==> src/rtl/uart_pkg.sv <==
// ---------------------------------------------------------------------------
// uart_pkg
// Shared types and helpers for the UART receive path.
//   rx_state_t  : receive FSM state encoding
//   calc_parity : XOR-reduce of up to 9 data bits, optionally inverted (odd)
// Narrower data words are zero-extended by the caller; zeros do not change
// the XOR.
// ---------------------------------------------------------------------------
package uart_pkg;

  typedef enum logic [2:0] {
    IDLE       = 3'd0,
    START      = 3'd1,
    DATA       = 3'd2,
    PARITY     = 3'd3,
    STOP       = 3'd4,
    BREAK_WAIT = 3'd5
  } rx_state_t;

  function automatic logic calc_parity(input logic [8:0] data, input logic odd);
    return (^data) ^ odd;
  endfunction

endpackage

==> src/rtl/uart_bit_timer.sv <==
// ---------------------------------------------------------------------------
// uart_bit_timer
// Free-running bit-period counter, 0 .. CLKS_PER_BIT-1, with explicit wrap.
//   clk       in  system clock
//   rst       in  synchronous active-high reset
//   clr       in  hold/force count to 0
//   mid_tick  out count == CLKS_PER_BIT/2-1 (half a bit after clear)
//   full_tick out count == CLKS_PER_BIT-1   (one bit after clear / wrap)
// ---------------------------------------------------------------------------
module uart_bit_timer #(
  parameter int CLKS_PER_BIT = 16
) (
  input  logic clk,
  input  logic rst,
  input  logic clr,
  output logic mid_tick,
  output logic full_tick
);

  localparam int TW = $clog2(CLKS_PER_BIT);

  logic [TW-1:0] cnt_q, cnt_d;

  assign mid_tick  = (cnt_q == TW'(CLKS_PER_BIT/2 - 1));
  assign full_tick = (cnt_q == TW'(CLKS_PER_BIT - 1));

  // Wrap is an explicit compare so non-power-of-two periods work.
  always_comb begin
    cnt_d = cnt_q + 1'b1;
    if (clr || full_tick) cnt_d = '0;
  end

  always_ff @(posedge clk) begin
    if (rst) cnt_q <= '0;
    else     cnt_q <= cnt_d;
  end

endmodule

==> src/rtl/uart_rx_deframer.sv <==
// ---------------------------------------------------------------------------
// uart_rx_deframer
// UART receive deframer fed by the synchronized RX line. Validates the start
// bit at mid-bit, samples data LSB-first at bit centres, checks the stop bit
// and hands bytes out on a valid/ready interface.
//   clk         in  system clock
//   rst         in  synchronous active-high reset
//   rx_sync     in  synchronized serial line, idle high
//   rx_data     out received word (DATA_BITS)
//   rx_valid    out rx_data holds an unconsumed word
//   rx_ready    in  consumer accepts the word
//   busy        out frame reception in progress
//   frame_err   out pulse: stop bit sampled 0
//   overrun_err out pulse: good word completed while previous still held
//   parity_err  out pulse: parity mismatch (0 unless UART_RX_PARITY_EN)
// Optional feature macro: UART_RX_PARITY_EN inserts a parity bit after data.
// ---------------------------------------------------------------------------
module uart_rx_deframer
  import uart_pkg::*;
#(
  parameter int CLKS_PER_BIT = 16,
  parameter int DATA_BITS    = 8,
  parameter int PARITY_ODD   = 0
) (
  input  logic                 clk,
  input  logic                 rst,
  input  logic                 rx_sync,
  output logic [DATA_BITS-1:0] rx_data,
  output logic                 rx_valid,
  input  logic                 rx_ready,
  output logic                 busy,
  output logic                 frame_err,
  output logic                 overrun_err,
  output logic                 parity_err
);

  localparam int IW = $clog2(DATA_BITS);

  rx_state_t            state_q, state_d;
  logic [IW-1:0]        idx_q, idx_d;
  logic [DATA_BITS-1:0] sh_q, sh_d;
  logic [DATA_BITS-1:0] data_q, data_d;
  logic                 valid_q, valid_d;
  logic                 done_q, done_d;       // stop bit sampled last cycle
  logic                 stop_ok_q, stop_ok_d;
  logic                 par_bad_q, par_bad_d;
  logic                 ferr_q, ferr_d;
  logic                 oerr_q, oerr_d;
  logic                 perr_q, perr_d;
  logic                 tmr_clr, mid_tick, full_tick;
  logic                 good, xfer;

  uart_bit_timer #(.CLKS_PER_BIT(CLKS_PER_BIT)) u_timer (
    .clk       (clk),
    .rst       (rst),
    .clr       (tmr_clr),
    .mid_tick  (mid_tick),
    .full_tick (full_tick)
  );

  // ---------------- frame FSM ----------------
  always_comb begin
    state_d   = state_q;
    idx_d     = idx_q;
    sh_d      = sh_q;
    done_d    = 1'b0;
    stop_ok_d = stop_ok_q;
    par_bad_d = par_bad_q;
    tmr_clr   = 1'b0;
    case (state_q)
      IDLE: begin
        tmr_clr = 1'b1;
        if (!rx_sync) state_d = START;
      end
      START: begin
        if (mid_tick) begin
          // Timer restarts here so every later tick lands on a bit centre.
          tmr_clr = 1'b1;
          if (!rx_sync) begin
            state_d = DATA;
            idx_d   = '0;
          end else begin
            state_d = IDLE;
          end
        end
      end
      DATA: begin
        if (full_tick) begin
          sh_d  = {rx_sync, sh_q[DATA_BITS-1:1]};
          idx_d = idx_q + 1'b1;
          if (idx_q == IW'(DATA_BITS - 1)) begin
`ifdef UART_RX_PARITY_EN
            state_d = PARITY;
`else
            state_d = STOP;
`endif
          end
        end
      end
`ifdef UART_RX_PARITY_EN
      PARITY: begin
        if (full_tick) begin
          par_bad_d = (rx_sync != calc_parity(9'(sh_q), PARITY_ODD != 0));
          state_d   = STOP;
        end
      end
`endif
      STOP: begin
        if (full_tick) begin
          done_d    = 1'b1;
          stop_ok_d = rx_sync;
          state_d   = rx_sync ? IDLE : BREAK_WAIT;
        end
      end
      BREAK_WAIT: begin
        // A held-low break must see the line return high before a new START.
        tmr_clr = 1'b1;
        if (rx_sync) state_d = IDLE;
      end
      default: state_d = IDLE;
    endcase
  end

`ifndef UART_RX_PARITY_EN
  // Parity is not checked in this build; keep the parameter referenced.
  logic unused_par;
  assign unused_par = calc_parity(9'(sh_q), PARITY_ODD != 0);
`endif

  // ---------------- output / handshake stage ----------------
  assign xfer = valid_q && rx_ready;
  assign good = done_q && stop_ok_q && !par_bad_q;

  always_comb begin
    data_d  = data_q;
    valid_d = valid_q && !xfer;
    oerr_d  = 1'b0;
    ferr_d  = done_q && !stop_ok_q;
    perr_d  = done_q && par_bad_q;
    if (good) begin
      // A word may load only into an empty or draining holding register.
      if (!valid_q || xfer) begin
        data_d  = sh_q;
        valid_d = 1'b1;
      end else begin
        oerr_d = 1'b1;
      end
    end
  end

  always_ff @(posedge clk) begin
    if (rst) begin
      state_q   <= IDLE;
      idx_q     <= '0;
      sh_q      <= '0;
      data_q    <= '0;
      valid_q   <= 1'b0;
      done_q    <= 1'b0;
      stop_ok_q <= 1'b0;
      par_bad_q <= 1'b0;
      ferr_q    <= 1'b0;
      oerr_q    <= 1'b0;
      perr_q    <= 1'b0;
    end else begin
      state_q   <= state_d;
      idx_q     <= idx_d;
      sh_q      <= sh_d;
      data_q    <= data_d;
      valid_q   <= valid_d;
      done_q    <= done_d;
      stop_ok_q <= stop_ok_d;
      par_bad_q <= par_bad_d;
      ferr_q    <= ferr_d;
      oerr_q    <= oerr_d;
      perr_q    <= perr_d;
    end
  end

  assign rx_data     = data_q;
  assign rx_valid    = valid_q;
  assign busy        = (state_q != IDLE);
  assign frame_err   = ferr_q;
  assign overrun_err = oerr_q;
  assign parity_err  = perr_q;

endmodule

==> config.mk <==
export PLATFORM = sky130hd
export DESIGN_NAME = uart_rx_deframer
export DESIGN_NICKNAME = d
export VERILOG_FILES = /design/src/rtl/uart_pkg.sv /design/src/rtl/uart_bit_timer.sv /design/src/rtl/uart_rx_deframer.sv
export SDC_FILE = /design/constraint.sdc
export NUM_CORES = 1
export LEC_CHECK = 0
export ABC_CLOCK_PERIOD_IN_PS = 2000
export CELL_PAD_IN_SITES_DETAIL_PLACEMENT = 1
export CELL_PAD_IN_SITES_GLOBAL_PLACEMENT = 1
export CORE_MARGIN = 5
export CORE_UTILIZATION = 35
export CTS_BUF_LIST = sky130_fd_sc_hd__clkbuf_4 sky130_fd_sc_hd__clkbuf_8 sky130_fd_sc_hd__clkbuf_16
export CTS_CLUSTER_DIAMETER = 120
export DETAILED_ROUTE_END_ITERATION = 12
export PLACE_DENSITY_LB_ADDON = 0.1
export SETUP_SLACK_MARGIN = 0.15
export SYNTH_ARGS = -nofsm -noshare
export SYNTH_HDL_FRONTEND = slang
export SYNTH_SLANG_ARGS = --single-unit
==> constraint.sdc <==
create_clock -name clk -period 2 [get_ports clk]
set_input_delay 0.2 -clock clk [delete_from_list [all_inputs] [get_ports clk]]
set_output_delay 0.2 -clock clk [all_outputs]
set_load 0.01 [all_outputs]
==> impl_results.md, run 1 <==
- Status: finished clean
- Place WS: around 0.18 ns
- LEAKAGE: a little under 0.6 nW
- Setup crit end: sh_q[3]$_SDFFE_PP0P_
- R2r startpoint: u_timer.cnt_q[0]$_SDFF_PP0_
- Most common cell in the netlist: dfxtp_1
- ANT nets after route: 0
- Max Clock Freq: 612 MHz
- Initial antenna violation count: 0
- # IOs: 17
- Prevailing post-synth register cell: dfxtp_1
- Clock Skew: slightly below 0.006 ns
- Reg2Reg Setup Slack: about 0.37 ns
- Crit path depth: 6
- Fin Setup TNS: 0 ns
- Sequential cell area: 626 um^2
- Clock slew at reported path FFs: 0.07 ns
- Multi-input gate area: roughly 630 um^2
- Syn_nets: roughly 140
- Fin nets: 157
- DRT iter0 DRCs: 61
- Critical path buffers and inverters: 1
- Yosys top cell area share: 47.0%
- Total global-route track usage: between 10% and 20%
- Fillers: between 400 and 500
- Synthesized area: 1320 um^2
- First-pass GRT wire length: 4.69 mm
- Critical path peak fanout: 12
- Largest cells by area after synthesis: dfxtp_1 47%, mux2i_1 14%, nor2_1 8.0%
- Startpoint types: register
- CTS Hold Bufs: 0
- Total power: 1.43 mW
- Clock tree buffer depth: 2
- Number of flops mapped to enable cells by yosys: 0
- Number of cells produced by synthesis: between 100 and 150
- Worst EP arrival: between 1.5 and 2 ns
- # DRC: 0
- Yosys reg bits: 31
- Row count: 22
- Critical path type: register to register
- Critical Path RT: 2.16 ns
- Die ar.: ~5100 um^2
- CP peak stage delay: about 0.35 ns
- Unique masters post-synth: 37
- Worst reg2reg endpoint: sh_q[3]$_SDFFE_PP0P_
- Crit path time final: between 1.5 and 2 ns
- # port buffers: 15
- Clock Latency Late Sink: around 0.28 ns
- H-tree Lvls: 2
- Maxcap violations: 0
- Crit path max-delay family: simple AND/OR/NAND/NOR gates
- Die height: around 71 um
- Syn-to-layout area delta: 23.2%
- GP Congestion: between 0.7 and 0.8
- Final hold violations: 0
- Final WL: roughly 2.6 mm
- VDD IR max: 0.409 mV
- Global route overflow: 0
- DP Wirelength: between 1.5 and 2 mm
- Power Density: 880 nW/um^2
- Average via count per standard cell: about 4.9
- Post-CTS Setup Repair Bufs: 0
- Period utilization: between 80% and 90%
- Mean Syn Cell Area: approximately 10 um^2
- Ys Warns: 0
- Crit. End Element: register
- Area leader, netlist: dfxtp_1
- CTS Sinks: 31
- Initial Utilization: between 30% and 40%
- Core Area: ~3700 um^2
- Routed via count: 982
- Share of cells above drive strength 1: between 10% and 20%
- WL per Instance: approximately 13 um
- Seq/Total Area, Yosys: 47.0%
- Endpoints failing setup: 0
- Slowest-stage cell, CP: dfxtp_1
- Vias in the first global route: between 900 and 1,000
- Crit. Startpoint: u_timer.cnt_q[0]$_SDFF_PP0_
- CTS Root Cell: clkbuf_8
- R2R cell count: 6
- Clock buffer count from CTS: 5
- CTS tree: done
- Die Width: a little over 70 um
- Synth top cells by count: 31 x dfxtp_1, 28 x nor2_1, 18 x mux2i_1
- Antenna diode count: 0
- RSZ-0062 raised after global routing: no
- First drt pass iteration count: 4
- Slew Viols, Final: 0
- Hold Crit Class: register to register
- Setup ws final: between 0.3 and 0.4 ns
- Largest net degree at the start of global routing: 22
- Post-synth ARST share: 0%
- CP cell instances: ha_1 -> nand3_1 -> nor4_4 -> buf_4 -> mux2i_1 -> nor2_1
metal layers:
layer	track usage, %	share of wire (%)
met4	3.13	0.38
met1	14.3	49
met2	18.4	46
met3	4.91	4.2
met5	0	0
power breakdown:
part           total (mW)  leakage [nW]  internal [mW]  switching (mW)
sequential          0.649         0.251          0.629          0.0204
combinational       0.154         0.277         0.0829          0.0714
clock               0.629        0.0612          0.403           0.226
how the worst min path moves through the flow:
| stage | cells after the start | endpoint | slack [ns] | from |
|---|---|---|---|---|
| floorplan | 2 | stop_ok_q$_SDFFE_PP0P_ | 0.34 | rx_sync |
| global placement | 1 | u_timer.cnt_q[0]$_SDFF_PP0_ | 0.43 | u_timer.cnt_q[0]$_SDFF_PP0_ |
| detailed placement | 1 | frame_err$_SDFF_PP0_ | 0.46 | stop_ok_q$_SDFFE_PP0P_ |
| CTS | 1 | u_timer.cnt_q[0]$_SDFF_PP0_ | 0.46 | u_timer.cnt_q[0]$_SDFF_PP0_ |
| global route | 1 | u_timer.cnt_q[0]$_SDFF_PP0_ | 0.50 | u_timer.cnt_q[0]$_SDFF_PP0_ |
| finish | 1 | frame_err$_SDFF_PP0_ | 0.46 | stop_ok_q$_SDFFE_PP0P_ |
stage by stage:
step | instance area [um^2] | utilization, % | hold slack (ns) | instances
after floorplan | 1320 | - | 0.344 | 132
after global placement | 1500 | 41.0 | 0.432 | 191
after detailed placement | 1500 | 41.0 | 0.456 | 191
after CTS | 1620 | 44.3 | 0.463 | 199
after global routing | 1630 | 44.5 | 0.499 | 199
final | 1630 | 44.5 | 0.460 | 199
cells by family (layout without fill, tap and decap cells):
logic type,count (synthesis),after routing,share of synthesized area [%]
compound gates,14,14,7.77
mux,19,19,14.5
simple gates,51,51,20.7
fa+ha+maj,3,3,2.84
xor+xnor,2,2,1.33
flops,31,31,47.0
other cells,1,1,0.284
buf+inv,11,30,5.59
state kept, by name, summed over array words and instances (netlist names):
| register | flops |
|---|---|
| idx_q | 3 |
| rx_data | 8 |
| u_timer.cnt_q | 4 |
| overrun_err | 1 |
| rx_valid | 1 |
| sh_q | 8 |
| done_q | 1 |
| stop_ok_q | 1 |
| state_q | 3 |
| frame_err | 1 |
timing repair:
action,CTS,global route
gates cloned,0,0
endpoints found under the setup margin,1,1
resized for setup,2,2
final cells by class:
cell class,instances,share of cell area (%)
Sequential cell,31,38.4
Timing Repair Buffer,20,11.7
Inverter,2,0.461
Tap cell,48,3.69
Clock buffer,6,5.07
Multi-Input combinational cell,90,38.5
Clock inverter,2,2.15
worst reg2reg max path: stages (launching register included):
cell	delay, ns
dfxtp_1	0.35
ha_1	0.28
nand3_1	0.20
nor4_4	0.16
buf_4	0.25
mux2i_1	0.22
nor2_1	0.05
cell usage in the layout (no fill, tap or decap), types with 2 or more instances in the layout:
master	synthesis	layout
a21oi_1	2	2
a22oi_1	3	3
a31oi_1	2	2
buf_4	4	5
clkbuf_8	0	6
clkdlybuf4s50_1	0	14
dfxtp_1	31	29
ha_1	3	3
inv_1	2	2
mux2i_1	18	18
nand2_1	2	2
nand2b_1	2	2
nand3_1	3	3
nand3b_1	3	3
nor2_1	28	28
nor2b_1	3	3
nor3b_1	2	2
(Power assumes the default switching activity.)
==> inputs of run 2 (changes only) <==
--- a/config.mk
+++ b/config.mk
@@ -5,7 +5,7 @@
 export SDC_FILE = /design/constraint.sdc
 export NUM_CORES = 1
 export LEC_CHECK = 0
-export ABC_CLOCK_PERIOD_IN_PS = 2000
+export ABC_CLOCK_PERIOD_IN_PS = 1700
 export CELL_PAD_IN_SITES_DETAIL_PLACEMENT = 1
 export CELL_PAD_IN_SITES_GLOBAL_PLACEMENT = 1
 export CORE_MARGIN = 5
==> constraint.sdc (replaced) <==
create_clock -name clk -period 1.7 [get_ports clk]
set_input_delay 0.17 -clock clk [delete_from_list [all_inputs] [get_ports clk]]
set_output_delay 0.17 -clock clk [all_outputs]
set_load 0.01 [all_outputs]
==> impl_results.md, run 2 (synthesis results as in run 1) <==
- CTS Hold Bufs: 0
- Antenna diode count: 0
- Critical path buffers and inverters: 1
- Setup crit end: sh_q[5]$_SDFFE_PP0P_
- Endpoints failing setup: 0
- H-tree Lvls: 2
- Max Clock Freq: 621 MHz
- Global route overflow: 0
- Total global-route track usage: 12.9%
- LEAKAGE: 0.648 nW
- CP cell instances: ha_4 -> nand3_4 -> nor4_4 -> clkbuf_16 -> mux2i_1 -> nor2_1
- Clock slew at reported path FFs: about 0.060 ns
- ANT nets after route: 0
- Critical path peak fanout: 5
- Placed Cells: 195
- Syn-to-layout area delta: 37.5%
- CP peak stage delay: between 0.4 and 0.5 ns
- Routed via count: around 1,000
- Total power: about 1.6 mW
- CTS tree: done
- CTS Sinks: 31
- Post-Layout Cell Count: between 200 and 250
- DP Area: between 1500 and 2000 um^2
- Largest net degree at the start of global routing: 21
- Commonest non-fill, non-tap cells in the layout: 28 x nor2_1, 24 x dfxtp_1, 18 x buf_4
- RSZ-0062 raised after global routing: yes
- Final Cell Area: ~1800 um^2
- CTS Root Cell: clkbuf_8
- # DRC: 0
- Startpoint types: register
- Final WL: ~3.0 mm
- Slew Viols, Final: 0
- Hold Crit Start: u_timer.cnt_q[0]$_SDFF_PP0_
- VDD IR max: roughly 0.5 mV
- Share of cells above drive strength 1: just under 30%
- Most common cell after layout, fill and taps aside: nor2_1
- Multi-input gate area: 702 um^2
- DRT iter0 DRCs: 22
- Slowest-stage cell, CP: nor4_4
- Crit path depth: 6
- First-pass GRT wire length: 5.13 mm
- Initial antenna violation count: 0
- Clock Latency Late Sink: 0.28 ns
- GP Congestion: ~0.72
- WL per Instance: around 14 um
- Worst EP arrival: about 1.8 ns
- Row count: 22
- Final hold violations: 0
- Die height: approximately 70 um
- Crit path max-delay family: simple AND/OR/NAND/NOR gates
- Die Width: between 70 and 80 um
- Reg2Reg Setup Slack: roughly 0.089 ns
- Worst reg2reg endpoint: sh_q[5]$_SDFFE_PP0P_
- Fillers: 420
- # port buffers: 15
- DP Wirelength: just under 2 mm
- Critical path type: register to register
- Power Density: roughly 850 nW/um^2
- Clock Skew: roughly 0.0056 ns
- Crit. End Element: register
- # IOs: 17
- Crit. Startpoint: u_timer.cnt_q[1]$_SDFF_PP0_
- Maxcap violations: 0
- Hold Crit Class: register to register
- Core Area: between 3000 and 4000 um^2
- Clock buffer count from CTS: 5
- Clock tree buffer depth: 2
- R2r startpoint: u_timer.cnt_q[1]$_SDFF_PP0_
- Fin nets: roughly 170
- Vias in the first global route: around 1,100
- Die ar.: 5100 um^2
- Critical Path RT: around 1.9 ns
- First drt pass iteration count: 4
- Status: finished clean
- R2R cell count: 6
- Initial Utilization: a little over a third
- Crit path time final: roughly 1.6 ns
- Sequential cell area: around 630 um^2
- Period utilization: 94.8%
- Average via count per standard cell: 4.90
## run 2: cell type report
type	instances	share of cell area (%)
Clock buffer	6	4.55
Clock inverter	1	0.275
Inverter	2	0.413
Multi-Input combinational cell	90	38.6
Sequential cell	31	34.9
Tap cell	48	3.31
Timing Repair Buffer	35	17.9
## run 2: what timing repair did
| action | in CTS | in global routing |
|---|---|---|
| cloned | 0 | 1 |
| endpoints found under the setup margin | 13 | 14 |
| gates resized for setup | 12 | 14 |
| setup buffers | 6 | 4 |
| pin swaps | 3 | 9 |
## run 2: worst min-delay path by stage
stage          cells after the start                           to  slack [ns]
2_1_floorplan                      2       stop_ok_q$_SDFFE_PP0P_        0.31
3_3_place_gp                       1  u_timer.cnt_q[0]$_SDFF_PP0_        0.43
3_5_place_dp                       1         frame_err$_SDFF_PP0_        0.45
4_1_cts                            1         frame_err$_SDFF_PP0_        0.46
5_1_grt                            1  u_timer.cnt_q[0]$_SDFF_PP0_        0.46
6_report                           1  u_timer.cnt_q[0]$_SDFF_PP0_        0.44
## run 2: where the power goes
| part | total (mW) | internal, mW | switching, mW |
|---|---|---|---|
| registers | 0.757 | 0.743 | 0.0147 |
| logic | 0.224 | 0.118 | 0.106 |
| clock network | 0.570 | 0.317 | 0.254 |
| total | 1.55 | 1.18 | 0.374 |
## run 2: metrics by stage
step / hold slack (ns) / TNS (ns) / setup slack [ns] / util, %
3_5_place_dp: 0.449 / -0.295 / -0.0868 / 42.2
3_3_place_gp: 0.430 / -0.133 / -0.0498 / 42.2
6_report: 0.444 / 0 / 0.0886 / 49.6
4_1_cts: 0.456 / 0 / 0.139 / 46.9
2_1_floorplan: 0.314 / 0 / 0.183 / -
5_1_grt: 0.464 / 0 / 0.0167 / 49.6
## run 2: layer usage
layer	part of all wire (%)	track usage, %	vias to the layer above
met5	0	0	-
met4	1.1	4.38	0
met3	4.1	4.63	5
met2	48	21.4	18
met1	46	15.4	498
li1	-	-	523
## run 2: worst reg2reg max path, delay by kind of cell, from the launching register on
family	cells	cell delay, ns
AND/OR/NAND/NOR	3	0.58
flip-flops	1	0.36
buffers and inverters	1	0.23
adder cells (fa/ha/maj)	1	0.17
multiplexers	1	0.17
